File: config.mk
export PLATFORM = sky130hd
export DESIGN_NAME = ysyx_25060170_ifu_flat
export DESIGN_NICKNAME = d
export VERILOG_FILES = /design/src/rtl/ysyx_25060170_ifu_pkg.sv /design/src/rtl/ysyx_25060170_ifu_if.sv /design/src/rtl/ysyx_25060170_ifu_perf.sv /design/src/rtl/ysyx_25060170_ifu.sv /design/src/flat_wrapper.sv
export SDC_FILE = /design/constraint.sdc
export NUM_CORES = 1
export LEC_CHECK = 0
export BUFFER_PORTS_ARGS = -buffer_cell sky130_fd_sc_hd__buf_2
export CAP_MARGIN = 40
export CORE_AREA = 8 8 106 108
export DETAILED_ROUTE_END_ITERATION = 12
export DIE_AREA = 0 0 114 116
export PLACE_DENSITY = 0.77
export SLEW_MARGIN = 20
export SYNTH_ARGS = -nofsm -noshare
export SYNTH_HDL_FRONTEND = slang
export SYNTH_SLANG_ARGS = --single-unit
File: constraint.sdc
create_clock -name clk -period 3.8 [get_ports clk]
set_input_delay 0.76 -clock clk [delete_from_list [all_inputs] [get_ports clk]]
set_output_delay 0.76 -clock clk [all_outputs]
set_load 0.02 [all_outputs]
File: src/rtl/ysyx_25060170_ifu_pkg.sv
// Shared definitions for the ysyx_25060170 core: widths, reset vector and
// the fetch-unit state encoding.
package ysyx_25060170_pkg;

  localparam int XLEN = 32;
  localparam logic [XLEN-1:0] RESET_PC = 32'h8000_0000;
  localparam logic [31:0] INST_EBREAK = 32'h0010_0073;

  typedef enum logic [1:0] {
    S_REQ  = 2'd0,
    S_WAIT = 2'd1,
    S_OUT  = 2'd2
  } ifu_state_e;

  function automatic logic [XLEN-1:0] seq_pc(input logic [XLEN-1:0] pc);
    return pc + XLEN'(4);
  endfunction

endpackage

File: src/rtl/ysyx_25060170_ifu_if.sv
// Fetch-unit signal bundle: redirect input, instruction-memory request and
// response channels, and the decode-side handshake.
interface ysyx_25060170_ifu_if #(
  parameter int XLEN = ysyx_25060170_pkg::XLEN
);

  logic            redirect_valid_i;
  logic [XLEN-1:0] redirect_pc_i;
  logic            imem_req_valid_o;
  logic [XLEN-1:0] imem_req_addr_o;
  logic            imem_req_ready_i;
  logic            imem_rsp_valid_i;
  logic [31:0]     imem_rsp_data_i;
  logic            imem_rsp_err_i;
  logic            inst_valid_o;
  logic            inst_ready_i;
  logic [XLEN-1:0] pc_o;
  logic [31:0]     inst_o;
  logic            fetch_err_o;

  modport master (
    input  redirect_valid_i, redirect_pc_i,
    output imem_req_valid_o, imem_req_addr_o,
    input  imem_req_ready_i,
    input  imem_rsp_valid_i, imem_rsp_data_i, imem_rsp_err_i,
    output inst_valid_o,
    input  inst_ready_i,
    output pc_o, inst_o, fetch_err_o
  );

  modport slave (
    output redirect_valid_i, redirect_pc_i,
    input  imem_req_valid_o, imem_req_addr_o,
    output imem_req_ready_i,
    output imem_rsp_valid_i, imem_rsp_data_i, imem_rsp_err_i,
    input  inst_valid_o,
    output inst_ready_i,
    input  pc_o, inst_o, fetch_err_o
  );

endinterface

File: src/rtl/ysyx_25060170_ifu_perf.sv
// Fetch performance counters: decode handshakes and memory stall cycles.
// Both free-running and wrapping; only built with YSYX_IFU_PERF_EN.
module ysyx_25060170_ifu_perf (
  input  logic        clk,
  input  logic        rst,
  input  logic        fetch_fire,
  input  logic        stall,
  output logic [31:0] perf_fetch_cnt,
  output logic [31:0] perf_stall_cnt
);

  always_ff @(posedge clk or posedge rst) begin
    if (rst) begin
      perf_fetch_cnt <= '0;
      perf_stall_cnt <= '0;
    end else begin
      if (fetch_fire) perf_fetch_cnt <= perf_fetch_cnt + 32'd1;
      if (stall)      perf_stall_cnt <= perf_stall_cnt + 32'd1;
    end
  end

endmodule

File: src/rtl/ysyx_25060170_ifu.sv
// Multi-cycle instruction fetch unit: one outstanding imem request, redirect
// flush via a drop flag. Optional counters under YSYX_IFU_PERF_EN.
module ysyx_25060170_ifu #(
  parameter int                   XLEN     = ysyx_25060170_pkg::XLEN,
  parameter logic [XLEN-1:0]      RESET_PC = ysyx_25060170_pkg::RESET_PC
) (
  input  logic                    clk,
  input  logic                    rst,
`ifdef YSYX_IFU_PERF_EN
  output logic [31:0]             perf_fetch_cnt_o,
  output logic [31:0]             perf_stall_cnt_o,
`endif
  ysyx_25060170_ifu_if.master     bus
);

  import ysyx_25060170_pkg::*;

  // state | meaning
  // S_REQ  | request for pc presented on imem
  // S_WAIT | request accepted, waiting for the response
  // S_OUT  | instruction held for decode
  ifu_state_e      state, state_nxt;
  logic [XLEN-1:0] pc, pc_nxt;
  logic            drop, drop_nxt;
  logic            capture;
  logic [XLEN-1:0] pc_q;
  logic [31:0]     inst_q;
  logic            err_q;
  logic            req_valid, inst_valid;
  logic            req_fire;

  assign req_fire = (state == S_REQ) && bus.imem_req_ready_i;

  always_ff @(posedge clk or posedge rst) begin
    if (rst) begin
      state  <= S_REQ;
      pc     <= RESET_PC;
      drop   <= 1'b0;
      pc_q   <= '0;
      inst_q <= '0;
      err_q  <= 1'b0;
    end else begin
      state <= state_nxt;
      pc    <= pc_nxt;
      drop  <= drop_nxt;
      if (capture) begin
        pc_q   <= pc;
        inst_q <= bus.imem_rsp_data_i;
        err_q  <= bus.imem_rsp_err_i;
      end
    end
  end

  always_comb begin
    state_nxt = state;
    pc_nxt    = pc;
    drop_nxt  = drop;
    capture   = 1'b0;
    case (state)
      S_REQ: begin
        if (req_fire) begin
          state_nxt = S_WAIT;
          drop_nxt  = bus.redirect_valid_i;
        end
      end
      S_WAIT: begin
        if (bus.imem_rsp_valid_i) begin
          // A redirect arriving with the response kills it just like a stale drop.
          if (drop || bus.redirect_valid_i) begin
            state_nxt = S_REQ;
            drop_nxt  = 1'b0;
          end else begin
            state_nxt = S_OUT;
            capture   = 1'b1;
          end
        end else if (bus.redirect_valid_i) begin
          drop_nxt = 1'b1;
        end
      end
      S_OUT: begin
        if (bus.redirect_valid_i) begin
          state_nxt = S_REQ;
        end else if (bus.inst_ready_i) begin
          state_nxt = S_REQ;
          pc_nxt    = seq_pc(pc);
        end
      end
      default: state_nxt = S_REQ;
    endcase
    if (bus.redirect_valid_i) pc_nxt = bus.redirect_pc_i;
  end

  always_comb begin
    req_valid  = 1'b0;
    inst_valid = 1'b0;
    if (!rst) begin
      req_valid  = (state == S_REQ);
      inst_valid = (state == S_OUT);
    end
  end

  assign bus.imem_req_valid_o = req_valid;
  assign bus.imem_req_addr_o  = pc;
  assign bus.inst_valid_o     = inst_valid;
  assign bus.pc_o             = pc_q;
  assign bus.inst_o           = inst_q;
  assign bus.fetch_err_o      = err_q;

  a_rsp_only_in_wait: assert property (@(posedge clk) disable iff (rst)
    bus.imem_rsp_valid_i |-> (state == S_WAIT));

`ifdef YSYX_IFU_PERF_EN
  logic perf_stall;
  assign perf_stall = ((state == S_REQ) && !bus.imem_req_ready_i) ||
                      ((state == S_WAIT) && !bus.imem_rsp_valid_i);

  ysyx_25060170_ifu_perf u_perf (
    .clk            (clk),
    .rst            (rst),
    .fetch_fire     (inst_valid && bus.inst_ready_i),
    .stall          (perf_stall),
    .perf_fetch_cnt (perf_fetch_cnt_o),
    .perf_stall_cnt (perf_stall_cnt_o)
  );
`endif

endmodule

File: src/flat_wrapper.sv
// flat-port wrapper written by rule: the top's interface ports become plain ports
module ysyx_25060170_ifu_flat import ysyx_25060170_pkg::*;
#(
  parameter int                   XLEN     = ysyx_25060170_pkg::XLEN,
  parameter logic [XLEN-1:0]      RESET_PC = ysyx_25060170_pkg::RESET_PC
)
  (clk, rst, bus_redirect_valid_i, bus_redirect_pc_i, bus_imem_req_valid_o, bus_imem_req_addr_o, bus_imem_req_ready_i, bus_imem_rsp_valid_i, bus_imem_rsp_data_i, bus_imem_rsp_err_i, bus_inst_valid_o, bus_inst_ready_i, bus_pc_o, bus_inst_o, bus_fetch_err_o);
  ysyx_25060170_ifu_if #(.XLEN(XLEN)) bus_i ();
  input  logic clk;
  input  logic rst;
  input wire logic [$bits(bus_i.redirect_valid_i)-1:0] bus_redirect_valid_i;
  input wire logic [$bits(bus_i.redirect_pc_i)-1:0] bus_redirect_pc_i;
  output wire logic [$bits(bus_i.imem_req_valid_o)-1:0] bus_imem_req_valid_o;
  output wire logic [$bits(bus_i.imem_req_addr_o)-1:0] bus_imem_req_addr_o;
  input wire logic [$bits(bus_i.imem_req_ready_i)-1:0] bus_imem_req_ready_i;
  input wire logic [$bits(bus_i.imem_rsp_valid_i)-1:0] bus_imem_rsp_valid_i;
  input wire logic [$bits(bus_i.imem_rsp_data_i)-1:0] bus_imem_rsp_data_i;
  input wire logic [$bits(bus_i.imem_rsp_err_i)-1:0] bus_imem_rsp_err_i;
  output wire logic [$bits(bus_i.inst_valid_o)-1:0] bus_inst_valid_o;
  input wire logic [$bits(bus_i.inst_ready_i)-1:0] bus_inst_ready_i;
  output wire logic [$bits(bus_i.pc_o)-1:0] bus_pc_o;
  output wire logic [$bits(bus_i.inst_o)-1:0] bus_inst_o;
  output wire logic [$bits(bus_i.fetch_err_o)-1:0] bus_fetch_err_o;
  assign bus_i.redirect_valid_i = bus_redirect_valid_i;
  assign bus_i.redirect_pc_i = bus_redirect_pc_i;
  assign bus_imem_req_valid_o = bus_i.imem_req_valid_o;
  assign bus_imem_req_addr_o = bus_i.imem_req_addr_o;
  assign bus_i.imem_req_ready_i = bus_imem_req_ready_i;
  assign bus_i.imem_rsp_valid_i = bus_imem_rsp_valid_i;
  assign bus_i.imem_rsp_data_i = bus_imem_rsp_data_i;
  assign bus_i.imem_rsp_err_i = bus_imem_rsp_err_i;
  assign bus_inst_valid_o = bus_i.inst_valid_o;
  assign bus_i.inst_ready_i = bus_inst_ready_i;
  assign bus_pc_o = bus_i.pc_o;
  assign bus_inst_o = bus_i.inst_o;
  assign bus_fetch_err_o = bus_i.fetch_err_o;
  ysyx_25060170_ifu #(.XLEN(XLEN), .RESET_PC(RESET_PC)) u_core (.clk(clk), .rst(rst), .bus(bus_i));
endmodule
Word level (Yosys, flattened, before mapping)

Cells that the tools add are included.

Bits in registers: 100
Input port bits: 71
Output and inout bits: 99
Word-level logic and storage cells: 42

Add/subtract/negate cells: 1
Eq/ne operators: 7
Muxes and demuxes: 19
Reduce and logical (&&, ||, !) cells: 9

Operators by type and width:

| operator                                               | number |
|---|---|
| two-way mux 32 bit                                     | 3 |
| adder 32 x 3 -> 32 bit (second input constant)         | 1 |
| two-way mux 2 bit                                      | 5 |
| two-way mux 1 bit                                      | 9 |
| inequality test 3 bit (second input constant)          | 2 |
| one-hot mux 2 bit (3 select lines)                     | 1 |
| nonzero test 2 bit                                     | 3 |
| AND reduction 4 bit                                    | 1 |
| inequality test 3 x 2 -> 1 bit (second input constant) | 1 |
| AND reduction 3 bit                                    | 1 |
| == test 2 x 1 -> 1 bit (second input constant)         | 1 |
| == test 2 bit (second input constant)                  | 1 |
| zero test 2 bit                                        | 1 |
| inequality test 2 x 1 -> 1 bit (second input constant) | 1 |
| inequality test 2 bit (second input constant)          | 1 |
| one-hot mux 1 bit (2 select lines)                     | 1 |
| AND reduction 2 bit                                    | 1 |
| logical AND 1 bit                                      | 1 |
| logical OR 1 bit                                       | 1 |

Longest topological paths before layout

Word-level depth: 4
Gate-level depth with buffers: 7
Gate-level depth less buffers: 5

Least setup slack after synthesis

OpenSTA, ideal clock, no wires.

Kind: input to register
Start point: input bus_redirect_valid_i
End point: register u_core.pc_q[10], in the netlist u_core.bus.pc_o[10]
Setup time: 0.125 ns
Arrival: 1.968 ns
Data required time: 3.675 ns
Slack: 1.707 ns
Cell stages on the path: 5
Path buffers: 3
Cells stage by stage: or4_4 -> buf_6 -> buf_6 -> buf_6 -> mux2_4

Word-level cells in the longest chain between the ends: 4

Ends and longest elaborated chain:

| what                   | line                    | RTL |
|---|---|---|
| start: declaration     | flat_wrapper.sv:11      | `input wire logic [$bits(bus_i.redirect_valid_i)-1:0] bus_redirect_valid_i;` |
| logical OR 1 bit       | ysyx_25060170_ifu.sv:69 | `if (drop \|\| bus.redirect_valid_i) begin` |
| two-way mux 1 bit      | ysyx_25060170_ifu.sv:69 |  |
| two-way mux 1 bit      | ysyx_25060170_ifu.sv:67 | `if (bus.imem_rsp_valid_i) begin` |
| two-way mux 1 bit      | ysyx_25060170_ifu.sv:59 | `case (state)` |
| end signal: assignment | ysyx_25060170_ifu.sv:47 | `pc_q <= pc;` |
| end: declaration       | ysyx_25060170_ifu.sv:26 | `logic [XLEN-1:0] pc_q;` |

No other way between the ends.
A chain may end at the register's enable or synchronous reset.

Worst setup path in the final report

Start point: register u_core.pc[2], in the netlist u_core.bus.imem_req_addr_o[2]
End point: register u_core.pc[22], in the netlist u_core.bus.imem_req_addr_o[22]

Word-level cells in the longest chain between the ends: 4

Ends and longest elaborated chain:

| what                     | line                        | RTL |
|---|---|---|
| start: declaration       | ysyx_25060170_ifu.sv:23     | `logic [XLEN-1:0] pc, pc_nxt;` |
| start signal: assignment | ysyx_25060170_ifu.sv:44     | `pc <= pc_nxt;` |
| adder 32 x 3 -> 32 bit   | ysyx_25060170_ifu_pkg.sv:16 | `return pc + XLEN'(4);` |
| two-way mux 32 bit       | ysyx_25060170_ifu.sv:83     | `end else if (bus.inst_ready_i) begin` |
| two-way mux 32 bit       | ysyx_25060170_ifu.sv:59     |  |
| two-way mux 32 bit       | ysyx_25060170_ifu.sv:90     | `if (bus.redirect_valid_i) pc_nxt = bus.redirect_pc_i;` |

No other way between the ends. The select of a mux whose other input is x is not followed.

==> flow_metrics.py <==
metrics = {
    "detailed_routing": {
        "postRouteAntennaNets": 0,
        "vias": 3538,
        "wl_per_cell_um": 18.2,
        "firstDrtPassIters": 4,
        "vias_per_cell": 5.30,
        "drt-initial-drc-count": 233,
        "drc_errors": 0,
        "routed_wl_mm": 12.1,
    },
    "clocking": {
        "numCtsBuffers": 9,
        "clockRootBuffer": "clkbuf_8",
        "cts_sinks": 100,
        "cts_tree": "built",
        "post-cts-setup-buffer-count": 0,
        "clk_path_buf_depth": 2,
        "clk_latency_ns": 0.35,
        "post_cts_resized": 0,
        "holdBufCountCts": 0,
        "path_clk_slew_ns": 0.10,
        "htreeDepth": 3,
    },
    "pwr": {
        "ir_drop_mv": 0.264,
        "p_leak_nw": 2.70,
        "power_mw": 3.83,
        "powerDensity_nw_per_um2": 681,
    },
    "synthesis": {
        "async_reset_ff_frac": 1.00,
        "yosys.cell_types.count": 48,
        "syn_area_um2": 4520,
        "ys_seq_elements": 100,
        "synth_area_per_cell_um2": 12.3,
        "synth_warnings": 0,
        "synth_nets": 439,
        "synth_edf_count": 0,
        "ys.flop_type": "dfrtp_1",
        "synthCells": 367,
        "ys_seq_area_frac": 0.553,
    },
    "min_path": {
        "worstHoldPathType": "primary input to async pin",
    },
    "setup_path": {
        "crit_family": "simple AND/OR/NAND/NOR gates",
        "end_kind": "flop",
        "worstSetupPathType": "flop to flop",
        "cp-start-kind": "flop",
        "path_buf_inv": 0,
        "crit_path_top_delay_cell": "or4_1",
        "path_max_fanout": 12,
        "arrival_ns": 2.47,
        "cpPeakStageDelay_ns": 0.58,
        "worstPathCellList": "ha_1 -> and4b_1 -> nand4_2 -> or4_1 -> a31oi_1",
        "worstPathRequired_ns": 4.07,
    },
    "global_route": {
        "grt_max_degree": 42,
        "antenna_found_initial": 0,
        "grt_overflow": 0,
        "first_global_vias": 3699,
        "grt_pass1_wl_mm": 19.6,
        "grt_usage": 0.187,
    },
    "finish": {
        "final_core_util": 0.589,
        "filler_cell_count": 811,
        "fin_nets": 601,
        "fin_cells": 667,
        "diodes": 0,
        "syn_to_final_growth_pct": 24.3,
        "multi_input_area_um2": 1860,
        "drive_gt1_frac": 0.494,
        "area.sequential_um2": 2500,
        "fin_area_um2": 5620,
    },
    "die": {
        "die_h_um": 116,
        "die_w_um": 114,
        "coreArea_um2": 9550,
        "rows": 36,
        "start_util": 0.474,
        "dieArea_um2": 13200,
        "num_io_pins": 170,
    },
    "place": {
        "dp.cells": 650,
        "place_area_um2": 5440,
        "dp_hpwl_mm": 9.10,
        "dp_slack_ns": 1.40,
        "gp_congestion": 0.881,
        "numPortBuffers": 169,
    },
    "status": {
        "status": "finished, final reports clean",
    },
    "timing": {
        "finalClockSkew_ns": 0.00826,
        "whs_ns": 0.452,
        "hold_viol_final": 0,
        "relSlewSlack": 0.664,
        "max_freq_mhz": 456,
        "maxSlewViolCount": 0,
        "fin_setup_tns_ns": 0,
        "rsz0062_at_grt": "false",
        "layout_setup_ws_ns": 1.61,
        "min_period_ns": 2.19,
        "setup_violations": 0,
        "period_share": 0.577,
        "tightest_slew_ns": 0.503,
    },
    "job": {
        "drv_cap": 0,
    },
}
area by class of cell:
cell class / count / share of cell area
flip-flops and latches: 100 / 0.445
clock buffers: 10 / 0.0227
repair buffers: 174 / 0.161
clock inverters: 6 / 0.00734
well taps: 133 / 0.0296
inverters: 4 / 0.00311
multi-input cells: 240 / 0.331
cell families (layout without fill, tap and decap cells):
group	count (synthesis)	in the layout	synth area share
DFF	100	100	0.553
muxes	66	66	0.176
AOI/OAI and AO/OA	51	51	0.0730
xor gates and xnor gates	10	10	0.0194
and+or+nand+nor	112	112	0.140
adders and majority gates	1	1	0.00277
buffers and inverters	27	194	0.0346
state kept, by name, summed over array words and instances, names as in the netlist:
signal                      flops
u_core.bus.fetch_err_o          1
u_core.bus.imem_req_addr_o     32
u_core.bus.inst_o              32
u_core.bus.pc_o                32
u_core.drop                     1
u_core.state                    2
synth_stat cells, types with 2 or more instances:
library cell,instances,area [um2]
o31a_1,2,17.5
nand3_1,13,65.1
o311ai_0,2,17.5
buf_2,8,40.0
buf_6,5,56.3
a31oi_1,12,75.1
and3_1,2,12.5
or4_1,10,75.1
nor2_1,17,63.8
nand4_2,2,25.0
mux2_2,50,563
buf_4,2,15.0
nor4_1,2,12.5
and2_1,2,12.5
mux2_4,15,225
xor2_1,4,35.0
nand2b_1,2,12.5
o31ai_1,8,60.1
nand2_1,30,113
clkbuf_1,8,30.0
or2_2,2,12.5
nand4_1,6,37.5
inv_1,4,15.0
or3_1,7,43.8
o211ai_1,3,22.5
dfrtp_1,99,2480
xnor2_1,6,52.6
and4_1,6,52.6
nor3_1,2,10.0
o21ai_0,18,90.1
layer usage:
metal / vias up / wire (um) / GRT usage
li1: 1663 / - / -
met1: 1708 / 5310 / 0.236
met2: 154 / 5660 / 0.301
met3: 13 / 1010 / 0.0505
met4: 0 / 133 / 0.0692
met5: - / 0 / 0
worst reg2reg max path: stages, from the launching register on:
cell	delay [ns]
dfrtp_1	0.45
ha_1	0.18
and4b_1	0.40
nand4_2	0.32
or4_1	0.58
a31oi_1	0.18
cell usage in the layout, fill, tap and decap left out, drive strengths merged, types with 10 or more instances in the layout:
cell type  netlist  final
a31oi           12     12
or4             11     11
nor2            17     17
mux2            65     65
o21ai           18     18
dfrtp           99     99
nand2           31     31
buf             15    174
clkbuf           8     10
nand3           14     14
report_power, final:
part	internal, mW	total (mW)	switching [mW]
clock network	0.239	0.600	0.361
logic	0.665	1.54	0.878
registers	1.45	1.69	0.237
total	2.35	3.83	1.48
worst paths after layout:
check | slack (ns) | start | end | cells past startpoint
hold reg to reg | 0.50 | u_core.bus.pc_o[15] | u_core.bus.pc_o[15] | 2
setup / recovery | 1.61 | u_core.bus.imem_req_addr_o[2] | u_core.bus.imem_req_addr_o[22] | 5
hold / removal | 0.45 | rst | u_core.state[0] | 2
min in group clk | 0.50 | u_core.bus.pc_o[15] | u_core.bus.pc_o[15] | 2
setup reg to reg | 1.61 | u_core.bus.imem_req_addr_o[2] | u_core.bus.imem_req_addr_o[22] | 5
max in group asynchronous | 2.52 | rst | u_core.bus.imem_req_addr_o[31] | 3
Power figures use the tool's default switching activity.
